**src/rtl/xor_checksum_unit.sv**
```systemverilog
// Folds a stream of len WIDTH-bit words into a running XOR checksum and reports
// it (generate mode) or compares it against a latched reference (check mode).
module xor_checksum_unit #(
    parameter int WIDTH   = 8,
    parameter int MAX_LEN = 16,
    localparam int LW     = $clog2(MAX_LEN + 1)
) (
    input  logic             clk,
    input  logic             rst_n,
    input  logic             start,
    input  logic             mode,
    input  logic [LW-1:0]    len,
    input  logic [WIDTH-1:0] expected,
    input  logic             in_valid,
    input  logic [WIDTH-1:0] in_data,
    output logic             in_ready,
    output logic             out_valid,
    input  logic             out_ready,
    output logic [WIDTH-1:0] checksum,
    output logic             parity,
    output logic             match,
    output logic             busy
);

    // Handshake: a word moves on an edge where in_valid && in_ready; the result
    // moves on an edge where out_valid && out_ready. Neither valid waits on ready.

    typedef enum logic [1:0] {
        IDLE  = 2'd0,
        ACCUM = 2'd1,
        DONE  = 2'd2
    } state_t;

    localparam logic [LW-1:0] MAX_LEN_LW = LW'(MAX_LEN);
    localparam logic [LW-1:0] ONE_LW     = LW'(1);

    state_t            state_q, state_d;
    logic [WIDTH-1:0]  acc_q, acc_d;
    logic [LW-1:0]     remaining_q, remaining_d;
    logic              mode_q, mode_d;
    logic [WIDTH-1:0]  expected_q, expected_d;
    logic [LW-1:0]     len_clamped;

    assign len_clamped = (len > MAX_LEN_LW) ? MAX_LEN_LW : len;

    always_ff @(posedge clk or negedge rst_n) begin
        if (!rst_n) begin
            state_q     <= IDLE;
            acc_q       <= '0;
            remaining_q <= '0;
            mode_q      <= 1'b0;
            expected_q  <= '0;
        end else begin
            state_q     <= state_d;
            acc_q       <= acc_d;
            remaining_q <= remaining_d;
            mode_q      <= mode_d;
            expected_q  <= expected_d;
        end
    end

    always_comb begin
        state_d     = state_q;
        acc_d       = acc_q;
        remaining_d = remaining_q;
        mode_d      = mode_q;
        expected_d  = expected_q;
        unique case (state_q)
            IDLE: begin
                if (start) begin
                    mode_d      = mode;
                    expected_d  = expected;
                    remaining_d = len_clamped;
                    acc_d       = '0;
                    state_d     = (len_clamped != '0) ? ACCUM : DONE;
                end
            end
            ACCUM: begin
                if (in_valid) begin
                    acc_d       = acc_q ^ in_data;
                    // remaining is always >= 1 here, so this never wraps.
                    remaining_d = remaining_q - ONE_LW;
                    if (remaining_q == ONE_LW) begin
                        state_d = DONE;
                    end
                end
            end
            DONE: begin
                if (out_ready) begin
                    state_d = IDLE;
                end
            end
            default: state_d = IDLE;
        endcase
    end

    always_comb begin
        in_ready  = (state_q == ACCUM);
        out_valid = (state_q == DONE);
        busy      = (state_q != IDLE);
        // acc keeps the last result after handoff, so gate it off in IDLE.
        checksum  = (state_q == IDLE) ? '0 : acc_q;
        parity    = ^checksum;
        match     = (state_q == DONE) && mode_q && (acc_q == expected_q);
    end

endmodule

```
**config.mk**
```make
export PLATFORM = sky130hd
export DESIGN_NAME = xor_checksum_unit
export DESIGN_NICKNAME = d
export VERILOG_FILES = /design/src/rtl/xor_checksum_unit.sv
export SDC_FILE = /design/constraint.sdc
export NUM_CORES = 1
export LEC_CHECK = 0
export CAP_MARGIN = 10
export CORE_ASPECT_RATIO = 1.2
export CORE_UTILIZATION = 45
export DETAILED_ROUTE_END_ITERATION = 8
export PLACE_DENSITY = 0.76
export SETUP_SLACK_MARGIN = 0.3
export SYNTH_ARGS = -nofsm -noshare
export SYNTH_HDL_FRONTEND = slang
export SYNTH_SLANG_ARGS = --single-unit
```
**constraint.sdc**
```tcl
create_clock -name clk -period 3.9 [get_ports clk]
set_input_delay 0.975 -clock clk [delete_from_list [all_inputs] [get_ports clk]]
set_output_delay 0.975 -clock clk [all_outputs]
set_load 0.01 [all_outputs]
```
==> metrics.cfg, run 1 <==
[route]
drc=0
viasPerCell=5.311
dr_total_vias=1110
postRouteAntennaNets=0
detail_route.iter0.violations=6
wl_um=3032
first_pass_iters=4
wl_per_cell_um=14.51

[cts]
cts_root_buf=clkbuf_4
clk_pin_slew_ps=130
cts_tree=done
clockBufferDepth=2
cts.sinks=24
cts_setup_buffers=0
htree_levels=1
cts_resized=0
clk-insertion-delay-late_ps=310
cts_made_buffers=3
cts_hold_buffers=0

[grt]
met3_usage=0.02657
met2_usage=0.3516
grt_max_degree=25
busiest_layer=met2
antenna_found_initial=0
grt_pass1_vias=1126
track_usage=0.1964
globalRouteOverflowTotal=0
grt_pass1_wl_um=4940
use_met1=0.2308

[synthesis]
seq_area_frac_synth=0.4240
synth_top_area_cell=dfrtp_1
synth_compound_area_frac=0.08127
synth_edf_count=0
ys_types=36
synth_area_um2=1416
muxShareOfSynthArea=0.09364
async_flop_share=1.000
synthFlopType=dfrtp_1
synth-xor-area-share=0.1422
synth_area_leaders=dfrtp_1 (42%), xnor2_1 (8.7%), mux2_2 (5.6%)
synth-simple-area-share=0.1935
synth_fa_ha_area_frac=0.01767
avgSynthCellArea_um2=10.34
synth.top_cell.area_share=0.4240
yosysWarnings=0
synth_top_family_by_area=simple AND/OR/NAND/NOR gates
ys_ff_latch=24
synth_nets=166
synth_cells=137

[sta]
fin_worst_skew_ps=9.472
setup_tns_ps=0
finalCritPeriodShare=0.8055
finalSetupViolations=0
fmax_ghz=0.3183
finalCriticalPeriod_ps=3142
rsz0062_at_grt=no
relSlewSlack=0.5632
worst_pin_slew_ps=653.9
hold_viol=0
slew_violations=0

[die]
die_y_um=63.46
design.die.area_um2=3377
boundaryPins=40
die_x_um=53.22
rows=21
fp.coreArea_um2=2890
start_util=0.4900

[place]
dp_hpwl_um=2346
gp_congestion=0.8120
port_buffers=39
placed_area_um2=1804
dp.cells=204

[job]
maxCapViolCount=0

[setup_path]
crit_arrival_ps=2170
path_class=reg -> out
path_buf_inv=1
worst_path_most_repeated_cell=nor4_1
r2r_end=expected_q[4]$_DFFE_PN0P_
cp-start-kind=flip-flop
crit_required_ps=2920
path_cells=xor2_1, nor4_1, nand4_1, nor4_1, clkdlybuf4s50_1
cpLargestDelayFamily=simple AND/OR/NAND/NOR gates
r2r-start=state_q[1]$_DFFE_PN0P_
cpMaxStageDelayCell=clkdlybuf4s50_1
r2r_cells=3
critPathMaxStageDelay_ps=590
ff2ff_setup_slack_ps=2030
crit_fanout=4
worstSetupEndpointType=output port

[hold_path]
hold_depth=1
hp-start=expected_q[0]$_DFFE_PN0P_
hold_class=reg -> reg
holdPathEnd=expected_q[0]$_DFFE_PN0P_

[cells_and_area]
layout-drive-gt1-share=0.09714
design_area_um2=1884
antennaDiodeCount=0
final_cells=209
fin_nets=205
area_growth_pct=33.04
final_core_util=0.6519

[power_and_ir_drop]
powerDensity_nw_per_um2=790.5
ir_drop_mv=0.8235
p_leak_nw=0.7783
total_power_mw=1.490

[run_status]
outcome=finished clean

## report_power, final
part           switching [mW]  internal (mW)
combinational           0.321          0.483
clock                  0.0728          0.104
sequential              0.143          0.367
## worst reg2reg max path, delay by kind of cell (launching register included)
family	cells	cell delay (ps)
simple gates	2	820
flops	1	570
mux	1	380
## cell usage after synthesis (2+ instances only)
master	count
nor2_1	12
buf_4	2
clkbuf_1	2
a21oi_1	8
mux2_4	2
mux2_2	7
nor3b_1	9
inv_1	6
nand4_1	2
nand2_1	2
nor4_1	3
ha_1	2
dfrtp_1	24
nor2b_1	10
nor3_1	2
buf_6	2
xnor2_1	14
or2b_1	2
xor2_1	9
## layout by cell type (no fill, tap or decap), types with 2 or more instances in the layout
master,synthesis,routed
nand2_1,2,2
nor2_1,12,12
dfrtp_1,24,24
clkbuf_4,0,3
xnor2_1,14,14
ha_1,2,2
clkdlybuf4s50_1,0,39
mux2_2,7,7
a21oi_1,8,8
nor2b_1,10,10
mux2_4,2,2
nor4_1,3,3
inv_1,6,6
or2b_1,2,2
xor2_1,9,9
nor3b_1,9,9
nor3_1,2,2
nand4_1,2,2
## registers in the layout, summed over array words and instances, names as in the netlist
signal / cells
acc_q: 8
expected_q: 8
remaining_q: 5
state_q: 2
mode_q: 1
## cell families after synthesis
group / Yosys count
and+or+nand+nor: 47
DFF: 24
xor gates and xnor gates: 23
AOI/OAI and AO/OA: 18
buffers and inverters: 12
muxes: 11
adders and majority gates: 2
## worst max-delay path by stage
stage	startpoint	endpoint	cells after the start
2_1_floorplan	acc_q[7]$_DFFE_PN0P_	match	4
4_1_cts	acc_q[7]$_DFFE_PN0P_	match	5
6_report	acc_q[7]$_DFFE_PN0P_	match	5
3_5_place_dp	acc_q[5]$_DFFE_PN0P_	match	5
5_1_grt	acc_q[7]$_DFFE_PN0P_	match	5
3_3_place_gp	acc_q[7]$_DFFE_PN0P_	match	5
## area by class of cell
| type | count | area (µm²) |
|---|---|---|
| clock buffer | 3 | 22.52 |
| fill | 240 | 1006 |
| sequential | 24 | 600.6 |
| tap | 34 | 42.54 |
| multi-input combinational | 101 | 748.2 |
| inverter | 6 | 22.52 |
| timing repair buffer | 40 | 417.9 |
| clock inverter | 1 | 30.03 |
## routing by layer
layer / wire length, µm / vias to the layer above
met4: 40 / 0
met1: 1234 / 533
met5: 0 / -
li1: - / 546
met3: 131 / 4
met2: 1625 / 27
## stage by stage
step	hold WS [ps]	setup WS, ps
final	547.6	758.4
after global routing	569.4	587.9
after CTS	551.5	744.5
after detailed placement	519.8	1113
after global placement	514.7	1158
after floorplan	481.5	1627
Power figures use the tool's default switching activity.
==> run 2: changes to the inputs <==
CORE_UTILIZATION = 43   (was 45)
clock period = 2.77 ns   (was 3.9 ns; I/O delays follow)
==> metrics.cfg, run 2 (synthesized netlist as in run 1, its figures left out) <==
[die]
rows=22  ; was 21
die_x_um=54.39  ; was 53.22 µm
start_util=0.4553  ; was 0.4900
design.die.area_um2=3528  ; was 3377 µm²
boundaryPins=40  ; unchanged
die_y_um=64.87  ; was 63.46 µm
fp.coreArea_um2=3110  ; was 2890 µm²

[run_status]
outcome=finished clean  ; unchanged

[hold_path]
hold_class=reg -> reg  ; unchanged
hp-start=expected_q[3]$_DFFE_PN0P_  ; was expected_q[0]$_DFFE_PN0P_

[setup_path]
path_cells=xor2_1, nor4_1, nand4_1, nor4_2, clkbuf_2  ; was xor2_1, nor4_1, nand4_1, nor4_1, clkdlybuf4s50_1
crit_fanout=4  ; unchanged
critPathMaxStageDelay_ps=470  ; was 590 ps
path_class=reg -> out  ; unchanged
crit_required_ps=2080  ; was 2920 ps
path_buf_inv=1  ; unchanged
cpLargestDelayFamily=simple AND/OR/NAND/NOR gates  ; unchanged
cpMaxStageDelayCell=dfrtp_2  ; was clkdlybuf4s50_1
crit_arrival_ps=1720  ; was 2170 ps
worstSetupEndpointType=output port  ; unchanged
startpoint=acc_q[7]$_DFFE_PN0P_  ; unchanged
r2r-start=state_q[0]$_DFFE_PN0P_  ; was state_q[1]$_DFFE_PN0P_
cp-start-kind=flip-flop  ; unchanged

[sta]
holdWs_ps=546.1  ; was 547.6 ps
relSlewSlack=0.6175  ; was 0.5632
fin_worst_skew_ps=2.217  ; was 9.472 ps
finalSetupViolations=0  ; unchanged
finalCritPeriodShare=0.8725
rsz0062_at_grt=yes  ; was no
setup_tns_ps=0  ; unchanged
hold_viol=0  ; unchanged
worst_pin_slew_ps=571.6  ; was 653.9 ps
slew_violations=0  ; unchanged
fmax_ghz=0.4138
finalCriticalPeriod_ps=2417

[cts]
cts_root_buf=clkbuf_4  ; unchanged
clk_pin_slew_ps=140  ; was 130 ps
clk-insertion-delay-late_ps=320  ; was 310 ps
cts_tree=done  ; unchanged
cts.sinks=24  ; unchanged
clockBufferDepth=2  ; unchanged
cts_made_buffers=3  ; unchanged
htree_levels=1  ; unchanged

[power_and_ir_drop]
clockPowerShare=0.118  ; was 0.119
p_int_mw=1.374  ; was 0.9535 mW
ir_drop_mv=0.9111  ; was 0.8235 mV
powerDensity_nw_per_um2=1123  ; was 790.5 nW/µm²
p_comb_frac=0.568  ; was 0.539
swShare=0.3718  ; was 0.3599
p_leak_nw=0.8100  ; was 0.7783 nW
pwr-share-seq=0.314  ; was 0.342
power.switching_mw=0.8128  ; was 0.5361 mW
total_power_mw=2.186  ; was 1.490 mW

[route]
detail_route.iter0.violations=13  ; was 6
first_pass_iters=3  ; was 4
viasPerCell=5.350  ; was 5.311
dr_total_vias=1177  ; was 1,110
drc=0  ; unchanged
wl_per_cell_um=15.09  ; was 14.51 µm
wl_um=3319  ; was 3032 µm
postRouteAntennaNets=0  ; unchanged

[grt]
track_usage=0.1960  ; was 0.1964
grt_pass1_vias=1164  ; was 1,126
globalRouteOverflowTotal=0  ; unchanged
antenna_found_initial=0  ; unchanged
grt_max_degree=25  ; unchanged
grt_pass1_wl_um=5057  ; was 4940 µm

[place]
gp_congestion=0.8792  ; was 0.8120
port_buffers=39  ; unchanged
dp_hpwl_um=2454  ; was 2346 µm
placed_area_um2=1837  ; was 1804 µm²

[cells_and_area]
seqCellArea_um2=608.1  ; was 600.6 µm²
fillers=272  ; was 240
most-common-layout-cells=clkdlybuf4s50_1 (37), dfrtp_1 (18), xnor2_1 (14)  ; was clkdlybuf4s50_1 (39), dfrtp_1 (24), xnor2_1 (14)
antennaDiodeCount=0  ; unchanged
layout_commonest_cell=clkdlybuf4s50_1  ; unchanged
top_regs=acc_q x8, expected_q x8, remaining_q x5  ; unchanged
layout-drive-gt1-share=0.1848  ; was 0.09714
design_area_um2=1947  ; was 1884 µm²
area_growth_pct=37.46  ; was 33.04%
multi_input_area_um2=759.5  ; was 748.2 µm²
fin_nets=214  ; was 205
final_core_util=0.6259  ; was 0.6519

[job]
maxCapViolCount=0  ; unchanged

-- run 2: changes by cell type in the layout (fill, tap and decap cells not counted), moves of 2 or more --
cell | before | now
clkdlybuf4s50_1 | 39 | 37
dfrtp_1 | 24 | 18
buf_4 | 0 | 10
dfrtp_2 | 0 | 6
-- run 2: power groups by stage --
stage	Clock (mW)	Sequential (mW)	Combinational, mW
floorplan	0	0.660	0.771
global placement	0	0.706	1.13
detailed placement	0	0.718	1.17
CTS	0.262	0.684	1.23
global route	0.272	0.710	1.36
finish	0.259	0.687	1.24
-- run 2: metrics by stage --
step	setup WS [ps]	std cells
final	353.3	220
after global placement	361.2	210
after global routing	257.3	220
after detailed placement	300.0	210
after floorplan	779.7	137
after CTS	217.3	219
-- run 2: area by class of cell --
| class | instances | share of cell area |
|---|---|---|
| multi-input combinational | 101 | 0.3901 |
| clock buffer | 3 | 0.01157 |
| tap | 36 | 0.02314 |
| timing repair buffer | 49 | 0.2359 |
| clock inverter | 1 | 0.01542 |
| sequential | 24 | 0.3123 |
| inverter | 6 | 0.01157 |
-- run 2: final timing paths --
check | cells past startpoint | slack, ps | endpoint
worst min register to register | 1 | 550 | expected_q[3]$_DFFE_PN0P_
worst max register to register | 5 | 1000 | state_q[1]$_DFFE_PN0P_
worst max-delay path | 5 | 350 | match
worst min-delay path | 1 | 550 | expected_q[3]$_DFFE_PN0P_
max in group asynchronous | 2 | 1790 | acc_q[5]$_DFFE_PN0P_
min in group asynchronous | 2 | 720 | acc_q[4]$_DFFE_PN0P_
-- run 2: per-layer routing --
metal,part of all wire,global-route usage
met3,0.047,0.02347
met1,0.39,0.2151
met4,0.021,0.06410
met5,0,0
met2,0.54,0.3674
-- run 2: what timing repair did --
item | CTS | global route
hold buffers | 0 | 0
buffers inserted | 5 | 1
resized for setup | 7 | 6
setup endpoints to repair | 10 | 4
==> run 3: changes to the inputs <==
ABC_AREA = 1   (was not set)
CORE_UTILIZATION = 44   (was 43)
==> metrics.cfg, run 3 <==
[setup_path]
path_class=reg -> out  ; unchanged
cp-start-kind=flip-flop  ; unchanged
path_cells=buf_4, nor2_4, buf_4, buf_4, nor2_1, clkdlybuf4s50_1  ; was xor2_1, nor4_1, nand4_1, nor4_2, clkbuf_2
cpLargestDelayFamily=buffers and inverters  ; was simple AND/OR/NAND/NOR gates
cpMaxStageDelayCell=clkdlybuf4s50_1  ; was dfrtp_2
crit_fanout=7  ; was 4
crit_required_ps=2080  ; about the same
crit_arrival_ps=1740  ; was 1720 ps
critPathMaxStageDelay_ps=460  ; was 470 ps
path_buf_inv=4  ; was 1
worst_path_most_repeated_cell=buf_4
worstSetupEndpointType=output port  ; unchanged

[sta]
hold_viol=0  ; unchanged
finalWorstSetupSlack_ps=341.4  ; was 353.3 ps
finalSetupViolations=0  ; unchanged
slew_violations=0  ; unchanged
rsz0062_at_grt=yes  ; unchanged
worst_pin_slew_ps=768.8  ; was 571.6 ps
relSlewSlack=0.4859  ; was 0.6175
holdWs_ps=510.1  ; was 546.1 ps
finalCriticalPeriod_ps=2429  ; was 2417 ps
fmax_ghz=0.4118  ; was 0.4138 GHz
fin_worst_skew_ps=1.314  ; was 2.217 ps
finalCritPeriodShare=0.8767  ; was 0.8725
setup_tns_ps=0  ; unchanged

[synthesis]
synth_cells=211  ; was 137
yosysWarnings=0  ; unchanged
async_flop_share=1.000  ; unchanged
netlist_top_cells_count=nand2_1 (58), dfrtp_1 (24), inv_1 (20)  ; was dfrtp_1 (24), xnor2_1 (14), nor2_1 (12)
synth_nets=240  ; was 166
avgSynthCellArea_um2=7.395  ; was 10.34 µm²
synth_top_area_cell=dfrtp_1  ; unchanged
ys_ff_latch=24  ; unchanged
synth_edf_count=0  ; unchanged
synth_area_um2=1560  ; was 1416 µm²
synth.most_common_cell=nand2_1  ; was dfrtp_1
ys_types=23  ; was 36
synthFlopType=dfrtp_1  ; unchanged
seq_area_frac_synth=0.3849  ; was 0.4240
synth_area_leaders=dfrtp_1 (38%), nand2_1 (14%), mux2_2 (6.5%)  ; was dfrtp_1 (42%), xnor2_1 (8.7%), mux2_2 (5.6%)
synth.top_cell.area_share=0.3849  ; was 0.4240

[cells_and_area]
final_cells=291  ; was 220
final_core_util=0.6176  ; was 0.6259
design_area_um2=2079  ; was 1947 µm²
area_growth_pct=33.28  ; was 37.46%
top_regs=acc_q x8, expected_q x8, remaining_q x5  ; unchanged
layout-drive-gt1-share=0.1614  ; was 0.1848
fin_nets=285  ; was 214
antennaDiodeCount=0  ; unchanged
layout_commonest_cell=nand2_1  ; was clkdlybuf4s50_1
most-common-layout-cells=nand2_1 (58), clkdlybuf4s50_1 (34), dfrtp_1 (23)  ; was clkdlybuf4s50_1 (37), dfrtp_1 (18), xnor2_1 (14)

[power_and_ir_drop]
total_power_mw=2.219  ; was 2.186 mW
powerDensity_nw_per_um2=1067  ; was 1123 nW/µm²
p_leak_nw=1.027  ; was 0.8100 nW
ir_drop_mv=0.7108  ; was 0.9111 mV

[grt]
globalRouteOverflowTotal=0  ; unchanged
grt_pass1_vias=1259  ; was 1,164
grt_pass1_wl_um=5540  ; was 5057 µm
antenna_found_initial=0  ; unchanged
grt_max_degree=25  ; unchanged
track_usage=0.1869  ; was 0.1960

[die]
boundaryPins=40  ; unchanged
start_util=0.4634  ; was 0.4553
die_x_um=56.36  ; was 54.39 µm
rows=23  ; was 22
design.die.area_um2=3789  ; was 3528 µm²
die_y_um=67.23  ; was 64.87 µm
fp.coreArea_um2=3367  ; was 3110 µm²

[place]
dp_hpwl_um=2546  ; was 2454 µm
pre_cts_ws_ps=417.5  ; was 300.0 ps
port_buffers=39  ; unchanged
gp_congestion=0.8286  ; was 0.8792
dp.cells=282  ; was 210
placed_area_um2=1979  ; was 1837 µm²

[run_status]
outcome=finished clean  ; unchanged

[cts]
clk_pin_slew_ps=80  ; was 140 ps
htree_levels=1  ; unchanged
clockBufferDepth=2  ; unchanged
cts_tree=done  ; unchanged
clk-insertion-delay-late_ps=270  ; was 320 ps
cts_made_buffers=3  ; unchanged
cts.sinks=24  ; unchanged
cts_root_buf=clkbuf_8  ; was clkbuf_4

[route]
viasPerCell=4.979  ; was 5.350
drc=0  ; unchanged
postRouteAntennaNets=0  ; unchanged
wl_um=3374  ; was 3319 µm
dr_total_vias=1449  ; was 1,177
wl_per_cell_um=11.59  ; was 15.09 µm
detail_route.iter0.violations=42  ; was 13
first_pass_iters=4  ; was 3

[job]
maxCapViolCount=0  ; unchanged

[hold_path]
hold_class=reg -> reg  ; unchanged

-- run 3: cell count changes after synthesis, moves of 8 or more --
cell	delta
o21ai_0	+8
nor2b_1	-10
nand2_1	+56
inv_1	+14
nand3_1	+17
or2_2	+8
nor3b_1	-9
-- run 3: cells by family after synthesis --
logic type | synth area share
AOI/OAI and AO/OA | 0.08740
xor gates and xnor gates | 0.05614
adders and majority gates | 0.01604
buffers and inverters | 0.08339
DFF | 0.3849
muxes | 0.06496
and+or+nand+nor | 0.3071
-- run 3: layer usage --
metal  vias up  part of all wire  track usage  wire length, µm
li1        756                 -            -                -
met4         0             0.014      0.06402               48
met5         -                 0            0                0
met3         5             0.033      0.01341              111
met1       653              0.46       0.2455             1548
met2        35              0.49       0.3289             1666
-- run 3: report_power, final --
group | total [mW] | leakage [nW] | switching (mW) | internal [mW]
Clock | 0.207 | 0.0216 | 0.110 | 0.0974
Combinational | 1.31 | 0.711 | 0.672 | 0.640
Sequential | 0.700 | 0.294 | 0.183 | 0.518
Total | 2.22 | 1.03 | 0.964 | 1.25
-- run 3: layout make-up --
class	count	area [µm²]
inverter	24	90.09
timing repair buffer	48	462.9
sequential	24	601.8
multi-input combinational	155	837.1
fill	296	1287
clock buffer	3	41.29
tap	37	46.29
-- run 3: final timing paths --
check / start / end / slack [ps] / depth (start not counted)
max: state_q[1]$_DFFE_PN0P_ / checksum[3] / 340 / 6
min: mode_q$_DFFE_PN0P_ / mode_q$_DFFE_PN0P_ / 510 / 1
max reg2reg: state_q[1]$_DFFE_PN0P_ / remaining_q[4]$_DFFE_PN0P_ / 1050 / 8
min reg2reg: mode_q$_DFFE_PN0P_ / mode_q$_DFFE_PN0P_ / 510 / 1
max in group asynchronous: rst_n / state_q[0]$_DFFE_PN0P_ / 1740 / 2
min in group asynchronous: rst_n / remaining_q[0]$_DFFE_PN0P_ / 780 / 2
-- run 3: what timing repair did --
action | in CTS | in global routing
hold buffers | 0 | 0
pin swaps | 2 | 0
hold endpoints to repair | 0 | 0
setup buffers | 6 | 0
gates cloned | 0 | 0
setup endpoints to repair | 2 | 4
resized for setup | 5 | 3
